<file path="src/rtl/ifetch_pc_unit_pkg.sv">
// rtl/ifetch_pc_unit_pkg.sv - shared encodings for the fetch/PC stage and decoder
package ifetch_pc_unit_pkg;

  // Fetch-stage FSM states
  localparam logic [1:0] S_RUN   = 2'b00;
  localparam logic [1:0] S_HALT  = 2'b01;
  localparam logic [1:0] S_FAULT = 2'b10;

  // Fault cause codes reported on fault_cause
  localparam logic [1:0] FC_NONE     = 2'b00;
  localparam logic [1:0] FC_MISALIGN = 2'b01;
  localparam logic [1:0] FC_RANGE    = 2'b10;

  // Opcode/funct values shared with the decoder
  localparam logic [5:0] OP_RTYPE = 6'h00;
  localparam logic [5:0] OP_J     = 6'h02;
  localparam logic [5:0] OP_JAL   = 6'h03;
  localparam logic [5:0] OP_BEQ   = 6'h04;
  localparam logic [5:0] OP_BNE   = 6'h05;
  localparam logic [5:0] FUNCT_JR = 6'h08;

  // Decoder flow-control bundle as seen by next-PC selection
  typedef struct packed {
    logic branch;
    logic nbranch;
    logic jmp;
    logic jal;
    logic jr;
  } npc_ctrl_t;

  // Pseudo-direct jump target: upper nibble of PC+4, index, word offset
  function automatic logic [31:0] jump_target(input logic [31:0] pc_plus_4,
                                              input logic [25:0] index);
    return {pc_plus_4[31:28], index, 2'b00};
  endfunction

endpackage

</file>
<file path="src/rtl/ifetch_pc_unit_if.sv">
// rtl/ifetch_pc_unit_if.sv - fetch-stage control/status bundle
interface ifetch_pc_unit_if;
  logic [31:0] Addr_Result;
  logic        Zero;
  logic [31:0] Read_data_1;
  logic [25:0] Jump_index;
  logic        Branch;
  logic        nBranch;
  logic        Jmp;
  logic        Jal;
  logic        Jr;
  logic        Stall;
  logic        Halt_req;
  logic        Resume;
  logic [31:0] PC;
  logic [31:0] PC_plus_4;
  logic [31:0] link_addr;
  logic        running;
  logic        fault;
  logic [1:0]  fault_cause;
  logic [31:0] fault_pc;
  logic [31:0] retired_cnt;

  // Core side: drives controls, observes PC and status
  modport master (
    output Addr_Result, Zero, Read_data_1, Jump_index, Branch, nBranch,
           Jmp, Jal, Jr, Stall, Halt_req, Resume,
    input  PC, PC_plus_4, link_addr, running, fault, fault_cause,
           fault_pc, retired_cnt
  );

  // PC unit side
  modport slave (
    input  Addr_Result, Zero, Read_data_1, Jump_index, Branch, nBranch,
           Jmp, Jal, Jr, Stall, Halt_req, Resume,
    output PC, PC_plus_4, link_addr, running, fault, fault_cause,
           fault_pc, retired_cnt
  );
endinterface

</file>
<file path="src/rtl/ifetch_pc_unit_npc_select.sv">
// rtl/ifetch_pc_unit_npc_select.sv - candidate next PC and its fault classification
module ifetch_pc_unit_npc_select
  import ifetch_pc_unit_pkg::*;
#(
  parameter int unsigned IMEM_WORDS = 16384
) (
  input  logic [31:0] PC_plus_4,
  input  npc_ctrl_t   ctrl,
  input  logic        Zero,
  input  logic [31:0] Addr_Result,
  input  logic [31:0] Read_data_1,
  input  logic [25:0] Jump_index,
  output logic [31:0] next_pc,
  output logic [1:0]  fault_cause
);

  // One bit wider so a 4 GiB memory size cannot wrap the limit to zero
  localparam logic [32:0] IMEM_BYTES = 33'(IMEM_WORDS) * 33'd4;

  logic taken;

  assign taken = (ctrl.branch & Zero) | (ctrl.nbranch & ~Zero);

  // Priority: jr, then j/jal, then taken branch, else fall through
  always_comb begin
    next_pc = PC_plus_4;
    if (ctrl.jr)
      next_pc = Read_data_1;
    else if (ctrl.jmp | ctrl.jal)
      next_pc = jump_target(PC_plus_4, Jump_index);
    else if (taken)
      next_pc = Addr_Result;
  end

  // Misalignment is reported ahead of range so a bad jr shows the root cause
  always_comb begin
    fault_cause = FC_NONE;
    if (next_pc[1:0] != 2'b00)
      fault_cause = FC_MISALIGN;
    else if ({1'b0, next_pc} >= IMEM_BYTES)
      fault_cause = FC_RANGE;
  end

endmodule

</file>
<file path="src/rtl/ifetch_pc_unit.sv">
// rtl/ifetch_pc_unit.sv - PC register, run/halt/fault FSM and retire counter
module ifetch_pc_unit
  import ifetch_pc_unit_pkg::*;
#(
  parameter logic [31:0] RESET_PC   = 32'h0000_0000,
  parameter int unsigned IMEM_WORDS = 16384
) (
  input  logic                clock,
  input  logic                reset,
  ifetch_pc_unit_if.slave     bus
);

  logic [1:0]  state;
  logic [31:0] pc;
  logic [31:0] link_q;
  logic [31:0] cnt_q;
  logic [31:0] fault_pc_q;
  logic [1:0]  fault_cause_q;
  logic [31:0] pc_plus_4;
  logic [31:0] next_pc;
  logic [1:0]  cand_cause;
  npc_ctrl_t   ctrl;

  assign pc_plus_4 = pc + 32'd4;
  assign ctrl      = '{branch:  bus.Branch,  nbranch: bus.nBranch,
                       jmp:     bus.Jmp,     jal:     bus.Jal,
                       jr:      bus.Jr};

  ifetch_pc_unit_npc_select #(
    .IMEM_WORDS (IMEM_WORDS)
  ) u_npc (
    .PC_plus_4   (pc_plus_4),
    .ctrl        (ctrl),
    .Zero        (bus.Zero),
    .Addr_Result (bus.Addr_Result),
    .Read_data_1 (bus.Read_data_1),
    .Jump_index  (bus.Jump_index),
    .next_pc     (next_pc),
    .fault_cause (cand_cause)
  );

  // FSM and architectural registers; a fault blocks commit and freezes PC
  always_ff @(posedge clock) begin
    if (reset) begin
      state         <= S_RUN;
      pc            <= RESET_PC;
      link_q        <= 32'd0;
      cnt_q         <= 32'd0;
      fault_pc_q    <= 32'd0;
      fault_cause_q <= FC_NONE;
    end else begin
      case (state)
        S_RUN: begin
          if (bus.Stall) begin
            if (bus.Halt_req)
              state <= S_HALT;
          end else if (cand_cause != FC_NONE) begin
            state         <= S_FAULT;
            fault_cause_q <= cand_cause;
            fault_pc_q    <= pc;
          end else begin
            pc    <= next_pc;
            cnt_q <= cnt_q + 32'd1;
            if (bus.Jal)
              link_q <= pc_plus_4;
            if (bus.Halt_req)
              state <= S_HALT;
          end
        end
        S_HALT: begin
          if (bus.Resume)
            state <= S_RUN;
        end
        default: begin
          state <= S_FAULT;
        end
      endcase
    end
  end

  assign bus.PC          = pc;
  assign bus.PC_plus_4   = pc_plus_4;
  assign bus.link_addr   = link_q;
  assign bus.running     = (state == S_RUN);
  assign bus.fault       = (state == S_FAULT);
  assign bus.fault_cause = fault_cause_q;
  assign bus.fault_pc    = fault_pc_q;
  assign bus.retired_cnt = cnt_q;

endmodule

</file>
<file path="src/flat_wrapper.sv">
// flat-port wrapper written by rule: the top's interface ports become plain ports
module ifetch_pc_unit_flat import ifetch_pc_unit_pkg::*;
#(
  parameter logic [31:0] RESET_PC   = 32'h0000_0000,
  parameter int unsigned IMEM_WORDS = 16384
)
  (clock, reset, bus_Addr_Result, bus_Zero, bus_Read_data_1, bus_Jump_index, bus_Branch, bus_nBranch, bus_Jmp, bus_Jal, bus_Jr, bus_Stall, bus_Halt_req, bus_Resume, bus_PC, bus_PC_plus_4, bus_link_addr, bus_running, bus_fault, bus_fault_cause, bus_fault_pc, bus_retired_cnt);
  ifetch_pc_unit_if bus_i ();
  input  logic clock;
  input  logic reset;
  input wire logic [$bits(bus_i.Addr_Result)-1:0] bus_Addr_Result;
  input wire logic [$bits(bus_i.Zero)-1:0] bus_Zero;
  input wire logic [$bits(bus_i.Read_data_1)-1:0] bus_Read_data_1;
  input wire logic [$bits(bus_i.Jump_index)-1:0] bus_Jump_index;
  input wire logic [$bits(bus_i.Branch)-1:0] bus_Branch;
  input wire logic [$bits(bus_i.nBranch)-1:0] bus_nBranch;
  input wire logic [$bits(bus_i.Jmp)-1:0] bus_Jmp;
  input wire logic [$bits(bus_i.Jal)-1:0] bus_Jal;
  input wire logic [$bits(bus_i.Jr)-1:0] bus_Jr;
  input wire logic [$bits(bus_i.Stall)-1:0] bus_Stall;
  input wire logic [$bits(bus_i.Halt_req)-1:0] bus_Halt_req;
  input wire logic [$bits(bus_i.Resume)-1:0] bus_Resume;
  output wire logic [$bits(bus_i.PC)-1:0] bus_PC;
  output wire logic [$bits(bus_i.PC_plus_4)-1:0] bus_PC_plus_4;
  output wire logic [$bits(bus_i.link_addr)-1:0] bus_link_addr;
  output wire logic [$bits(bus_i.running)-1:0] bus_running;
  output wire logic [$bits(bus_i.fault)-1:0] bus_fault;
  output wire logic [$bits(bus_i.fault_cause)-1:0] bus_fault_cause;
  output wire logic [$bits(bus_i.fault_pc)-1:0] bus_fault_pc;
  output wire logic [$bits(bus_i.retired_cnt)-1:0] bus_retired_cnt;
  assign bus_i.Addr_Result = bus_Addr_Result;
  assign bus_i.Zero = bus_Zero;
  assign bus_i.Read_data_1 = bus_Read_data_1;
  assign bus_i.Jump_index = bus_Jump_index;
  assign bus_i.Branch = bus_Branch;
  assign bus_i.nBranch = bus_nBranch;
  assign bus_i.Jmp = bus_Jmp;
  assign bus_i.Jal = bus_Jal;
  assign bus_i.Jr = bus_Jr;
  assign bus_i.Stall = bus_Stall;
  assign bus_i.Halt_req = bus_Halt_req;
  assign bus_i.Resume = bus_Resume;
  assign bus_PC = bus_i.PC;
  assign bus_PC_plus_4 = bus_i.PC_plus_4;
  assign bus_link_addr = bus_i.link_addr;
  assign bus_running = bus_i.running;
  assign bus_fault = bus_i.fault;
  assign bus_fault_cause = bus_i.fault_cause;
  assign bus_fault_pc = bus_i.fault_pc;
  assign bus_retired_cnt = bus_i.retired_cnt;
  ifetch_pc_unit #(.RESET_PC(RESET_PC), .IMEM_WORDS(IMEM_WORDS)) u_core (.clock(clock), .reset(reset), .bus(bus_i));
endmodule
</file>
<file path="config.mk">
export PLATFORM = sky130hd
export DESIGN_NAME = ifetch_pc_unit_flat
export DESIGN_NICKNAME = d
export VERILOG_FILES = /design/src/rtl/ifetch_pc_unit_pkg.sv /design/src/rtl/ifetch_pc_unit_if.sv /design/src/rtl/ifetch_pc_unit_npc_select.sv /design/src/rtl/ifetch_pc_unit.sv /design/src/flat_wrapper.sv
export SDC_FILE = /design/constraint.sdc
export NUM_CORES = 1
export LEC_CHECK = 0
export BUFFER_PORTS_ARGS = -buffer_cell sky130_fd_sc_hd__buf_2
export CORE_MARGIN = 1.5
export CORE_UTILIZATION = 40
export CTS_CLUSTER_DIAMETER = 100
export DETAILED_ROUTE_END_ITERATION = 10
export PLACE_DENSITY = 0.79
export SLEW_MARGIN = 20
export SYNTH_ARGS = -nofsm -noshare
export SYNTH_HDL_FRONTEND = slang
export SYNTH_SLANG_ARGS = --single-unit
export TNS_END_PERCENT = 50
</file>
<file path="constraint.sdc">
create_clock -name clock -period 9.6 [get_ports clock]
set_input_delay 1.44 -clock clock [delete_from_list [all_inputs] [get_ports clock]]
set_output_delay 1.44 -clock clock [all_outputs]
set_load 0.05 [all_outputs]
</file>
==> qor.yml <==
pwr:
  ir_drop_mv: 0.1311
  total_power_uw: 1389
  power_frac_seq_pct: 39.7
  clock_power_share_pct: 52.8
  cellInternalPower_uw: 1052
  power_frac_comb_pct: 7.5
  power_density_mw_per_mm2: 159.5
  p_leak_uw: 0.004045
  switchingPower_uw: 336.4
  swShare_pct: 24.23
synth:
  synth_cell_type_count: 61
  synthArstFlopShare_pct: 0
  synth_nets: 897
  ys_seq_elements: 132
  netlist_area_mm2: 0.006625
  yosysWarnings: 0
  synthFlopType: "dfxtp_1"
  synth_edf_count: 0
  ys_seq_area_share_pct: 39.89
  syn_area_per_cell_um2: 8.344
  synthCells: 794
global_routing:
  grt_pass1_wl_mm: 35.63
  grt_usage_pct: 25.85
  grt-ovfl-total: 0
  antenna_found_initial: 4
  grt_max_degree: 70
  grt_pass1_vias: 6553
cells_and_area:
  drive_gt1_share_pct: 30.83
  nets: 1128
  area_growth_pct: 31.44
  ff_latch_area_mm2: 0.002643
  fill_cells: 1491
  multi_input_area_mm2: 0.003700
setup_path:
  endpoint_kind: "flip-flop"
  crit_required_ns: 9.94
  reg2reg_depth: 9
  cp_slowest_cell: "nand3_2"
  cp_max_fo: 50
  max_stage_delay_ns: 0.91
  critPathKind: "reg2reg"
  cp-start-kind: "flip-flop"
  crit_path_cell_trace: "nand4_1, nor4_4, nand3_1, xnor2_1, o311a_1, a2111oi_2, nand3_2, or4_1, a21oi_1"
  crit_arrival_ns: 5.83
job:
  maxCapViolCount: 0
die:
  row_count: 46
  die_area_mm2: 0.01734
  die_y_um: 131.7
  die_w_um: 131.7
  core_area_mm2: 0.01606
  start_util_pct: 41.26
  ios: 265
clock_network:
  htreeDepth: 4
  cts_hold_buf: 0
  cts_tree: "done"
  clock_latency_ns: 0.42
  post-cts-setup-buffers: 0
  cts_resized: 0
  clk_path_buf_depth: 2
  cts_sinks: 132
  root_buffer: "clkbuf_16"
  cts_made_buffers: 17
  clk_pin_slew_ns: 0.06
timing:
  relSlewSlack_pct: 34.93
  period_share_pct: 57.20
  fin_ws_ns: 4.109
  final_hold_viol_count: 0
  finalCriticalPeriod_ns: 5.491
  tightestPinTransition_ns: 0.9760
  finalSetupViolCount: 0
  clock.fmax_mhz: 182.1
  rsz0062_at_grt: "false"
  clock_skew_ns: 0.008593
  report.final.slew_viol_count: 0
  tns_ns: 0
placement:
  io_buffers: 264
  pre_cts_slack_ns: 3.698
  dp_hpwl_mm: 16.14
  place.gp.congestion: 0.9057
min_path:
  whs_path_depth: 2
  hp-class: "reg2reg"
detailed_routing:
  avgRoutedWirePerCell_um: 18.37
  drt_iter0_drc: 638
  wl_mm: 23.10
  routed_via_density: 5.713
  num_vias: 7187
  ant_nets: 0
  dr.pass1.iters: 5
  drcViolationCount: 0
status:
  status: "completed"
worst max-delay path: cells and delay by family, from the launching register on:
kind,cells,cell delay (ns)
and+or+nand+nor,5,3.30
AOI/OAI and AO/OA,3,1.25
xor gates and xnor gates,1,0.27
DFF,1,0.54
worst paths after layout:
kind / startpoint / to / slack [ns]
worst max-delay path: u_core.bus.PC[6] / u_core.bus.retired_cnt[15] / 4.11
worst max register to register: u_core.bus.PC[6] / u_core.bus.retired_cnt[15] / 4.11
worst min-delay path: u_core.bus.fault_pc[28] / u_core.bus.fault_pc[28] / 0.49
worst min register to register: u_core.bus.fault_pc[28] / u_core.bus.fault_pc[28] / 0.49
power groups by stage:
stage | logic [uW] | clock network (uW) | registers, uW
3_5_place_dp | 102 | 0 | 563
2_1_floorplan | 58.5 | 0 | 565
5_1_grt | 112 | 765 | 551
6_report | 104 | 733 | 551
4_1_cts | 103 | 740 | 551
3_3_place_gp | 100 | 0 | 563
state kept, by name, summed over array words and instances (netlist names):
register	count
u_core.bus.retired_cnt	32
u_core.bus.PC	32
u_core.state	2
u_core.bus.fault_cause	2
u_core.bus.fault_pc	32
u_core.bus.link_addr	32
cells in the final DEF, fill, tap and decap left out, types with 14 or more instances in the layout:
cell type	instances
o31ai_1	15
o21ai_0	25
inv_1	14
or3_1	15
a21oi_1	48
mux2i_1	66
nand3_1	40
nand4_1	14
and2_1	20
xnor2_1	21
buf_2	263
clkbuf_16	17
dfxtp_1	132
nand2_1	59
nor2_1	116
through the flow:
stage | hold slack [ns] | instances | cell area, um^2 | utilization (%)
floorplan | 0.4752 | 794 | 6625 | -
global placement | 0.4689 | 1222 | 8041 | 50.08
detailed placement | 0.4739 | 1222 | 8041 | 50.08
CTS | 0.4909 | 1254 | 8695 | 54.15
global route | 0.5013 | 1257 | 8706 | 54.22
finish | 0.4887 | 1258 | 8708 | 54.23
logic make-up (layout without fill, tap and decap cells):
group	after synthesis	count (layout)	share of synthesized area [%]
AO/OA/AOI/OAI	151	151	15.64
multiplexers	69	69	10.46
AND/OR/NAND/NOR	336	336	25.08
buffers and inverters	74	318	4.589
adder cells (fa/ha/maj)	2	2	0.3777
flip-flops	132	132	39.89
other	0	4	0
XOR/XNOR	30	30	3.966
synth_stat cells, types with 2 or more instances:
library cell    n  share of area [%]
a2111o_1        2               0.34
a211oi_1        6               0.68
a21oi_1        49                3.7
a221oi_1        2               0.26
a311oi_1        5               0.66
and2_1         20                1.9
and3_1         10               0.94
buf_1           2               0.11
buf_2          12               0.91
buf_4           3               0.34
clkbuf_1       42                2.4
dfxtp_1       132                 40
ha_1            2               0.38
inv_1          14               0.79
mux2_2          2               0.34
mux2i_1        67                 10
nand2_1        59                3.3
nand2b_1        4               0.38
nand3_1        41                3.1
nand3_2         2               0.30
nand4_1        14                1.3
nand4b_1        2               0.26
nor2_1        116                6.6
nor2b_1         3               0.28
nor3_1         12               0.91
nor4_1         13                1.2
nor4b_1         2               0.26
o2111ai_1      10                1.3
o211ai_1        3               0.34
o21a_1          4               0.45
o21ai_0        25                1.9
o21ai_1         2               0.15
o22ai_1         2               0.19
o311ai_0        9                1.2
o31a_1          5               0.66
o31ai_1        15                1.7
or2_2           3               0.28
or3_1          15                1.4
or4_1          13                1.5
xnor2_1        21                2.8
xor2_1          9                1.2
layout make-up:
class	instances	share of cell area, %
Multi-Input combinational cell	588	42.49
Sequential cell	132	30.34
Timing Repair Buffer	271	15.80
Clock buffer	18	4.928
Tap cell	216	3.103
Clock inverter	14	2.572
Inverter	15	0.6466
Antenna cell	4	0.1149
metal layers:
metal / routed length [um] / part of all wire [%] / GRT usage, % / up-vias
li1: - / - / - / 3338
met5: 0 / 0 / 0 / -
met4: 616 / 2.7 / 10.80 / 0
met1: 9601 / 42 / 33.09 / 3392
met2: 10810 / 47 / 40.82 / 397
met3: 2072 / 9.0 / 7.253 / 60
Power figures use the tool's default switching activity.
